[src/rtl/fancytimer_cmd_driver.sv]
// fancytimer_cmd_driver
//   Upstream command stage for the 1101-pattern fancy timer. Takes a 4-bit delay
//   command over a valid/ready handshake and shifts it onto the timer's serial
//   line as 1101 followed by delay[3:0] MSB first. It then watches the timer's
//   counting/done outputs and returns the ack the timer needs to re-arm.
//
// Ports
//   clk          rising-edge clock
//   resetn       synchronous active-low reset
//   cmd_valid    command present
//   cmd_delay    requested delay; the timer runs (cmd_delay+1)*1000 cycles
//   cmd_ready    driver can accept a command (IDLE only)
//   data         registered serial line to the timer
//   counting     timer is counting
//   done         timer has finished
//   ack          registered one-cycle pulse that re-arms the timer
//   busy         high in every state except IDLE
//   cmd_done     one-cycle pulse coincident with ack
//   err_timeout  one-cycle pulse when counting never rose after the frame
//   done_cnt     completed-command count, wraps modulo 2^CNT_W

module fancytimer_cmd_driver #(
    parameter int unsigned ACK_DELAY     = 0,
    parameter int unsigned START_TIMEOUT = 4,
    parameter int unsigned CNT_W         = 8
) (
    input  logic             clk,
    input  logic             resetn,
    input  logic             cmd_valid,
    input  logic [3:0]       cmd_delay,
    output logic             cmd_ready,
    output logic             data,
    input  logic             counting,
    input  logic             done,
    output logic             ack,
    output logic             busy,
    output logic             cmd_done,
    output logic             err_timeout,
    output logic [CNT_W-1:0] done_cnt
);

    typedef enum logic [2:0] {
        StIdle,
        StSend,
        StWaitCnt,
        StRun,
        StAckDly,
        StAck
    } state_e;

    localparam logic [3:0]       START_PAT = 4'b1101;
    // Last value of each wait counter before the terminal action fires.
    localparam logic [3:0]       TMO_LAST  = 4'(START_TIMEOUT - 1);
    localparam logic [3:0]       DLY_LAST  = 4'(ACK_DELAY - 1);
    localparam logic [CNT_W-1:0] CNT_ONE   = CNT_W'(1);

    state_e     state;
    logic [3:0] delay_sr;
    logic [2:0] bit_idx;
    logic [3:0] tmo_cnt;
    logic [3:0] dly_cnt;

    assign cmd_ready = (state == StIdle);
    assign busy      = (state != StIdle);

    always_ff @(posedge clk) begin
        if (!resetn) begin
            state       <= StIdle;
            data        <= 1'b0;
            ack         <= 1'b0;
            cmd_done    <= 1'b0;
            err_timeout <= 1'b0;
            done_cnt    <= '0;
            delay_sr    <= '0;
            bit_idx     <= '0;
            tmo_cnt     <= '0;
            dly_cnt     <= '0;
        end else begin
            // Pulses and the serial line default low; only SEND drives a 1 on data,
            // so the idle line can never mimic a start pattern.
            data        <= 1'b0;
            ack         <= 1'b0;
            cmd_done    <= 1'b0;
            err_timeout <= 1'b0;

            case (state)
                StIdle: begin
                    if (cmd_valid) begin
                        state    <= StSend;
                        bit_idx  <= 3'd0;
                        delay_sr <= cmd_delay;
                        data     <= START_PAT[3];
                    end
                end

                StSend: begin
                    // bit_idx names the bit currently on the line; load the next one.
                    if (bit_idx == 3'd7) begin
                        state   <= StWaitCnt;
                        tmo_cnt <= 4'd0;
                    end else begin
                        bit_idx <= bit_idx + 3'd1;
                        if (bit_idx < 3'd3) begin
                            data <= START_PAT[2'd2 - bit_idx[1:0]];
                        end else begin
                            data     <= delay_sr[3];
                            delay_sr <= {delay_sr[2:0], 1'b0};
                        end
                    end
                end

                StWaitCnt: begin
                    if (counting) begin
                        state <= StRun;
                    end else if (tmo_cnt == TMO_LAST) begin
                        state       <= StIdle;
                        err_timeout <= 1'b1;
                    end else begin
                        tmo_cnt <= tmo_cnt + 4'd1;
                    end
                end

                StRun: begin
                    // A dropped counting without done is tolerated; only done ends RUN.
                    if (done) begin
                        if (ACK_DELAY == 0) begin
                            state    <= StAck;
                            ack      <= 1'b1;
                            cmd_done <= 1'b1;
                            done_cnt <= done_cnt + CNT_ONE;
                        end else begin
                            state   <= StAckDly;
                            dly_cnt <= 4'd0;
                        end
                    end
                end

                StAckDly: begin
                    if (dly_cnt == DLY_LAST) begin
                        state    <= StAck;
                        ack      <= 1'b1;
                        cmd_done <= 1'b1;
                        done_cnt <= done_cnt + CNT_ONE;
                    end else begin
                        dly_cnt <= dly_cnt + 4'd1;
                    end
                end

                StAck: begin
                    state <= StIdle;
                end

                default: begin
                    state <= StIdle;
                end
            endcase
        end
    end

endmodule

[config.mk]
export PLATFORM = sky130hd
export DESIGN_NAME = fancytimer_cmd_driver
export DESIGN_NICKNAME = d
export VERILOG_FILES = /design/src/rtl/fancytimer_cmd_driver.sv
export SDC_FILE = /design/constraint.sdc
export NUM_CORES = 1
export LEC_CHECK = 0
export ABC_CLOCK_PERIOD_IN_PS = 2520
export BUFFER_PORTS_ARGS = -buffer_cell sky130_fd_sc_hd__clkbuf_2
export CORE_ASPECT_RATIO = 0.6
export CORE_MARGIN = 1.5
export CORE_UTILIZATION = 45
export DETAILED_ROUTE_END_ITERATION = 8
export PLACE_DENSITY_LB_ADDON = 0.3
export SLEW_MARGIN = 20
export SYNTH_ARGS = -nofsm -noshare
export SYNTH_HDL_FRONTEND = slang
export SYNTH_SLANG_ARGS = --single-unit
[constraint.sdc]
create_clock -name clk -period 2.52 [get_ports clk]
set_clock_uncertainty 0.15 [all_clocks]
set_input_delay 0.504 -clock clk [delete_from_list [all_inputs] [get_ports clk]]
set_output_delay 0.504 -clock clk [all_outputs]
set_load 0.05 [all_outputs]
==> results.cfg, run 1 <==
[run_status]
status = finished clean

[clock_network]
root_buffer = clkbuf_8
cts_tree = built
h-tree-depth = 2
path_clk_slew_ns = 0.06
clock-sinks = 29
insertion_delay_ns = 0.27
cts_buffer_depth = 2
cts-resized-gates = 0
cts_setup_buffers = 0
cts_hold_buf = 0
cts_buffers = 5

[timing]
final-setup-viol-count = 0
tightest_slew_ns = 0.630
rsz0062_at_grt = false
fin_crit_ns = 2.09
hold_viol_final = 0
slew_violations = 0
tns_ns = 0
timing.fmax_ghz = 0.479
slew_headroom = 0.574
min_period_over_period = 0.829

[yosys]
async_flop_share = 0
yosysWarnings = 0
synthesis.nets = 181
ys_seq_area_frac = 0.399
avgSynthCellArea_um2 = 8.76
synth_edf_count = 0
synth_cell_types = 43
syn_area_um2 = 1450
syn_inst = 166
synthFlopType = dfxtp_1
ys_ff_latch = 29

[detailed_routing]
drtIter0Drc = 69
vias = 1263
routed_wl_mm = 2.90
vias_per_cell = 5.40
route.detailed.drc = 0
postRouteAntennaNets = 0
dr.pass1.iters = 4
wl_per_cell_um = 12.4

[setup_path]
cpPeakStageDelay_ns = 0.54
worstSetupPathType = register to register
critical_path_arrival_ns = 2.15
r2r_slack_ns = 0.43
start_kind = register
rr_endpoint = done_cnt[7]
cp_max_fo = 12
worstPathCellList = nor3b_2, mux2_4, or4_1, a21oi_1
slowest_stage = dfxtp_1
rr_startpoint = state[2]
endpoint_kind = register
required_ns = 2.58
crit_family = simple AND/OR/NAND/NOR gates
cp.buffers_inverters = 0
r2r_cells = 4

[cells_and_area]
final_layout_size_suffix_gt1_frac = 0.198
diodes = 0
layout.cells.non_filler = 234
area_growth_pct = 18.4
fin_util = 0.581
multi_input_area_um2 = 813
seqCellArea_um2 = 581
finalNetCount = 206
fillerInstances = 287

[pwr]
irDropWorstVdd_mv = 0.328
combinationalPowerShare = 0.123
intPower_uw = 849
power.density_nw_per_um2 = 650
power_frac_seq = 0.445
sw_frac_of_total = 0.241
p_leak_uw = 0.000750
p_sw_uw = 270
pwr-share-clk = 0.432

[global_route]
first_global_vias = 1131
grt_pass1_wl_mm = 4.96
antenna_found_initial = 0
grt_max_degree = 16
grt_overflow_total = 0
gr-usage-all-layers = 0.181

[hold_path]
hold_path_depth = 2
min_from = tmo_cnt[1]
hold_path_class = register to register
holdPathEnd = tmo_cnt[1]

[floorplan]
dieArea_um2 = 3590
die_y_um = 47.0
ioPinCount = 23
start_util = 0.490
num_rows = 15
die_width_um = 76.4
core_um2 = 2970

[placed_design]
placedCellCount = 226
port_buffers = 22
gp_congestion = 0.803
place_hpwl_mm = 2.20

[run]
drv_cap = 0
-- through the flow --
step / hold WS, ns / cell area [µm²] / total power [µW] / setup WS (ns)
floorplan: 0.282 / 1460 / 611 / 0.149
global placement: 0.309 / 1610 / 640 / 0.529
detailed placement: 0.324 / 1610 / 645 / 0.453
CTS: 0.326 / 1720 / 1130 / 0.434
global route: 0.350 / 1720 / 1180 / 0.301
finish: 0.330 / 1720 / 1120 / 0.431
-- how the worst max path moves through the flow --
stage	start	endpoint	slack [ns]	cells past startpoint
finish	state[2]	done_cnt[7]	0.43	4
global route	state[2]	done_cnt[7]	0.30	4
CTS	state[2]	done_cnt[7]	0.43	4
detailed placement	state[2]	done_cnt[7]	0.45	4
global placement	state[2]	done_cnt[5]	0.53	4
floorplan	state[0]	busy	0.15	3
-- layer usage --
| metal | global-route usage | wire length [µm] |
|---|---|---|
| met5 | 0 | 0 |
| met1 | 0.236 | 1530 |
| met2 | 0.291 | 1250 |
| met3 | 0.0583 | 126 |
| met4 | 0.0704 | 0 |
-- state kept, by name, indices dropped and copies added, names as in the netlist --
register	flops
bit_idx	3
cmd_done	1
data	1
delay_sr	4
dly_cnt	4
done_cnt	8
err_timeout	1
state	3
tmo_cnt	4
-- cells in the final DEF, fill, tap and decap left out, types with 2 or more instances in the layout --
cell,Yosys,routed
nor2b_1,5,5
nand3_1,7,7
nand2_1,15,15
a21oi_1,14,14
nand4_1,3,3
o31ai_1,2,2
o21ai_0,5,5
mux2i_1,7,7
inv_1,6,6
buf_4,3,3
clkbuf_2,0,22
nand2b_1,3,3
and3_1,3,3
ha_1,6,6
xor2_1,2,2
a211oi_1,3,3
nor2_1,17,17
or4_1,3,3
nor3_1,4,3
o211ai_1,2,2
or3b_1,2,2
dfxtp_1,29,29
clkbuf_8,0,6
or3_1,2,2
-- worst register-to-register path: stages, from the launching register on --
cell and delay, ns:
dfxtp_1 0.54, nor3b_2 0.29, mux2_4 0.37, or4_1 0.52, a21oi_1 0.15
-- cells in the mapped netlist, types with 2 or more instances --
cell type,n,area [µm²]
a21oi_1,14,70.1
inv_1,6,22.5
buf_4,3,22.5
nand2b_1,3,18.8
or4_1,3,22.5
o21ai_0,5,25.0
o211ai_1,2,15.0
nand2_1,15,56.3
ha_1,6,75.1
nor2_1,17,63.8
or3b_1,2,17.5
nand3_1,7,35.0
or3_1,2,12.5
nor2b_1,5,31.3
mux2i_1,7,70.1
o31ai_1,2,15.0
xor2_1,2,17.5
nand4_1,3,18.8
and3_1,3,18.8
clkbuf_1,3,11.3
nor3_1,4,20.0
a211oi_1,3,22.5
dfxtp_1,29,581
-- layout make-up --
type | instances | area share
inverter | 7 | 0.0153
tap | 42 | 0.0305
multi-input combinational | 123 | 0.472
clock buffer | 7 | 0.0501
timing repair buffer | 25 | 0.0770
clock inverter | 1 | 0.0174
sequential | 29 | 0.337
-- kinds of logic after synthesis --
| kind of cell | count (synthesis) | synth area share |
|---|---|---|
| buffers and inverters | 14 | 0.0447 |
| muxes | 8 | 0.0585 |
| AOI/OAI and AO/OA | 35 | 0.158 |
| and+or+nand+nor | 71 | 0.269 |
| xor gates and xnor gates | 3 | 0.0181 |
| DFF | 29 | 0.399 |
| adders and majority gates | 6 | 0.0516 |
-- power by group through the flow --
stage                     combinational, µW  clock, µW  sequential, µW
after floorplan                         105          0             506
after global placement                  133          0             507
after detailed placement                137          0             508
after CTS                               137        498             497
after global routing                    152        523             501
final                                   137        484             498
(Power assumes the default switching activity.)
==> run 2: changes to the inputs <==
--- a/config.mk
+++ b/config.mk
@@ -5,7 +5,7 @@
 export SDC_FILE = /design/constraint.sdc
 export NUM_CORES = 1
 export LEC_CHECK = 0
-export ABC_CLOCK_PERIOD_IN_PS = 2520
+export ABC_CLOCK_PERIOD_IN_PS = 2000
 export BUFFER_PORTS_ARGS = -buffer_cell sky130_fd_sc_hd__clkbuf_2
 export CORE_ASPECT_RATIO = 0.6
 export CORE_MARGIN = 1.5
==> constraint.sdc (replaced) <==
create_clock -name clk -period 2 [get_ports clk]
set_clock_uncertainty 0.15 [all_clocks]
set_input_delay 0.4 -clock clk [delete_from_list [all_inputs] [get_ports clk]]
set_output_delay 0.4 -clock clk [all_outputs]
set_load 0.05 [all_outputs]
==> results.cfg, run 2 (synthesized netlist as in run 1, its figures left out) <==
[setup_path]
worstPathCellList = buf_4, nor3_4, clkbuf_2
endpoint_kind = primary output
required_ns = 1.45
worstSetupPathType = register to primary output
start_kind = register
slowest_stage = dfxtp_1
cp_max_fo = 9
cpPeakStageDelay_ns = 0.37
critical_path_arrival_ns = 1.35

[detailed_routing]
dr.pass1.iters = 4
postRouteAntennaNets = 0
vias_per_cell = 5.41
drtIter0Drc = 104
wl_per_cell_um = 13.2
routed_wl_mm = 3.17
vias = 1294
route.detailed.drc = 0

[cells_and_area]
finalNetCount = 212
fillerInstances = 287
fin_util = 0.589
seqCellArea_um2 = 581
diodes = 0
mostFrequentLayoutCells = 29 x dfxtp_1, 22 x clkbuf_2, 17 x nor2_1
layout_commonest_cell = dfxtp_1
largest_reg_flops = 8
multi_input_area_um2 = 823
final_layout_size_suffix_gt1_frac = 0.223
largest-register = done_cnt
area_growth_pct = 20.1

[timing]
slew_violations = 0
rsz0062_at_grt = false
slew_headroom = 0.721
tightest_slew_ns = 0.415
hold_viol_final = 0
final-setup-viol-count = 0
min_period_over_period = 0.952
timing.fmax_ghz = 0.525
tns_ns = 0
fin_crit_ns = 1.90

[placed_design]
gp_congestion = 0.801
port_buffers = 22
place_hpwl_mm = 2.34

[hold_path]
hold_path_class = input port to register

[clock_network]
cts_buffer_depth = 2
root_buffer = clkbuf_8
cts_tree = built
path_clk_slew_ns = 0.06
cts_buffers = 5
insertion_delay_ns = 0.28
clock-sinks = 29
h-tree-depth = 2

[run]
drv_cap = 0

[floorplan]
die_width_um = 76.4
core_um2 = 2970
ioPinCount = 23
dieArea_um2 = 3590
num_rows = 15
start_util = 0.490
die_y_um = 47.0

[global_route]
first_global_vias = 1098
grt_overflow_total = 0
gr-usage-all-layers = 0.196
antenna_found_initial = 0
grt_pass1_wl_mm = 5.04
grt_max_degree = 15

[run_status]
status = finished clean

[pwr]
irDropWorstVdd_mv = 0.456
power.density_nw_per_um2 = 744
p_leak_uw = 0.000770
==> run 2: repair_timing <==
item,CTS,global route
setup endpoints to repair,0,1
endpoints found under the hold margin,0,0
resized for setup,0,1
hold buffers,0,0
buffers inserted,0,0
==> run 2: worst paths after layout <==
| kind | start | end | slack, ns | cells after the start |
|---|---|---|---|---|
| setup / recovery | state[0] | cmd_ready | 0.1 | 3 |
| hold / removal | cmd_valid | data | 0.25 | 3 |
| setup reg to reg | state[0] | done_cnt[7] | 0.12 | 4 |
| hold reg to reg | tmo_cnt[1] | tmo_cnt[1] | 0.33 | 2 |
==> run 2: layout make-up <==
class | instances | share of cell area
sequential | 29 | 0.332
timing repair buffer | 31 | 0.102
inverter | 7 | 0.0150
multi-input combinational | 123 | 0.471
tap | 42 | 0.0301
clock buffer | 7 | 0.0494
==> run 2: metrics by stage <==
| stage | setup WS [ns] | instances | hold slack, ns | total power [µW] | instance area [µm²] |
|---|---|---|---|---|---|
| 5_1_grt | 0.00796 | 239 | 0.247 | 1360 | 1750 |
| 2_1_floorplan | 0.00639 | 166 | 0.282 | 772 | 1470 |
| 3_5_place_dp | 0.123 | 232 | 0.322 | 829 | 1660 |
| 3_3_place_gp | 0.180 | 232 | 0.312 | 822 | 1660 |
| 6_report | 0.0968 | 239 | 0.246 | 1300 | 1750 |
| 4_1_cts | 0.0815 | 239 | 0.234 | 1310 | 1740 |
==> run 2: per-layer routing <==
metal,up-vias,GRT usage,share of wire
li1,665,-,-
met1,599,0.247,0.50
met2,24,0.295,0.44
met3,6,0.0660,0.047
met4,0,0.133,0.021
met5,-,0,0
==> run 2: power by group <==
part	switching, µW	internal [µW]
clock network	208	272
registers	19.5	601
logic	123	76.6
==> run 2: worst max-delay path: cells and delay by family (launching register included) <==
family	cells	cell delay, ns
buffers and inverters	2	0.50
flip-flops	1	0.37
AND/OR/NAND/NOR	1	0.20
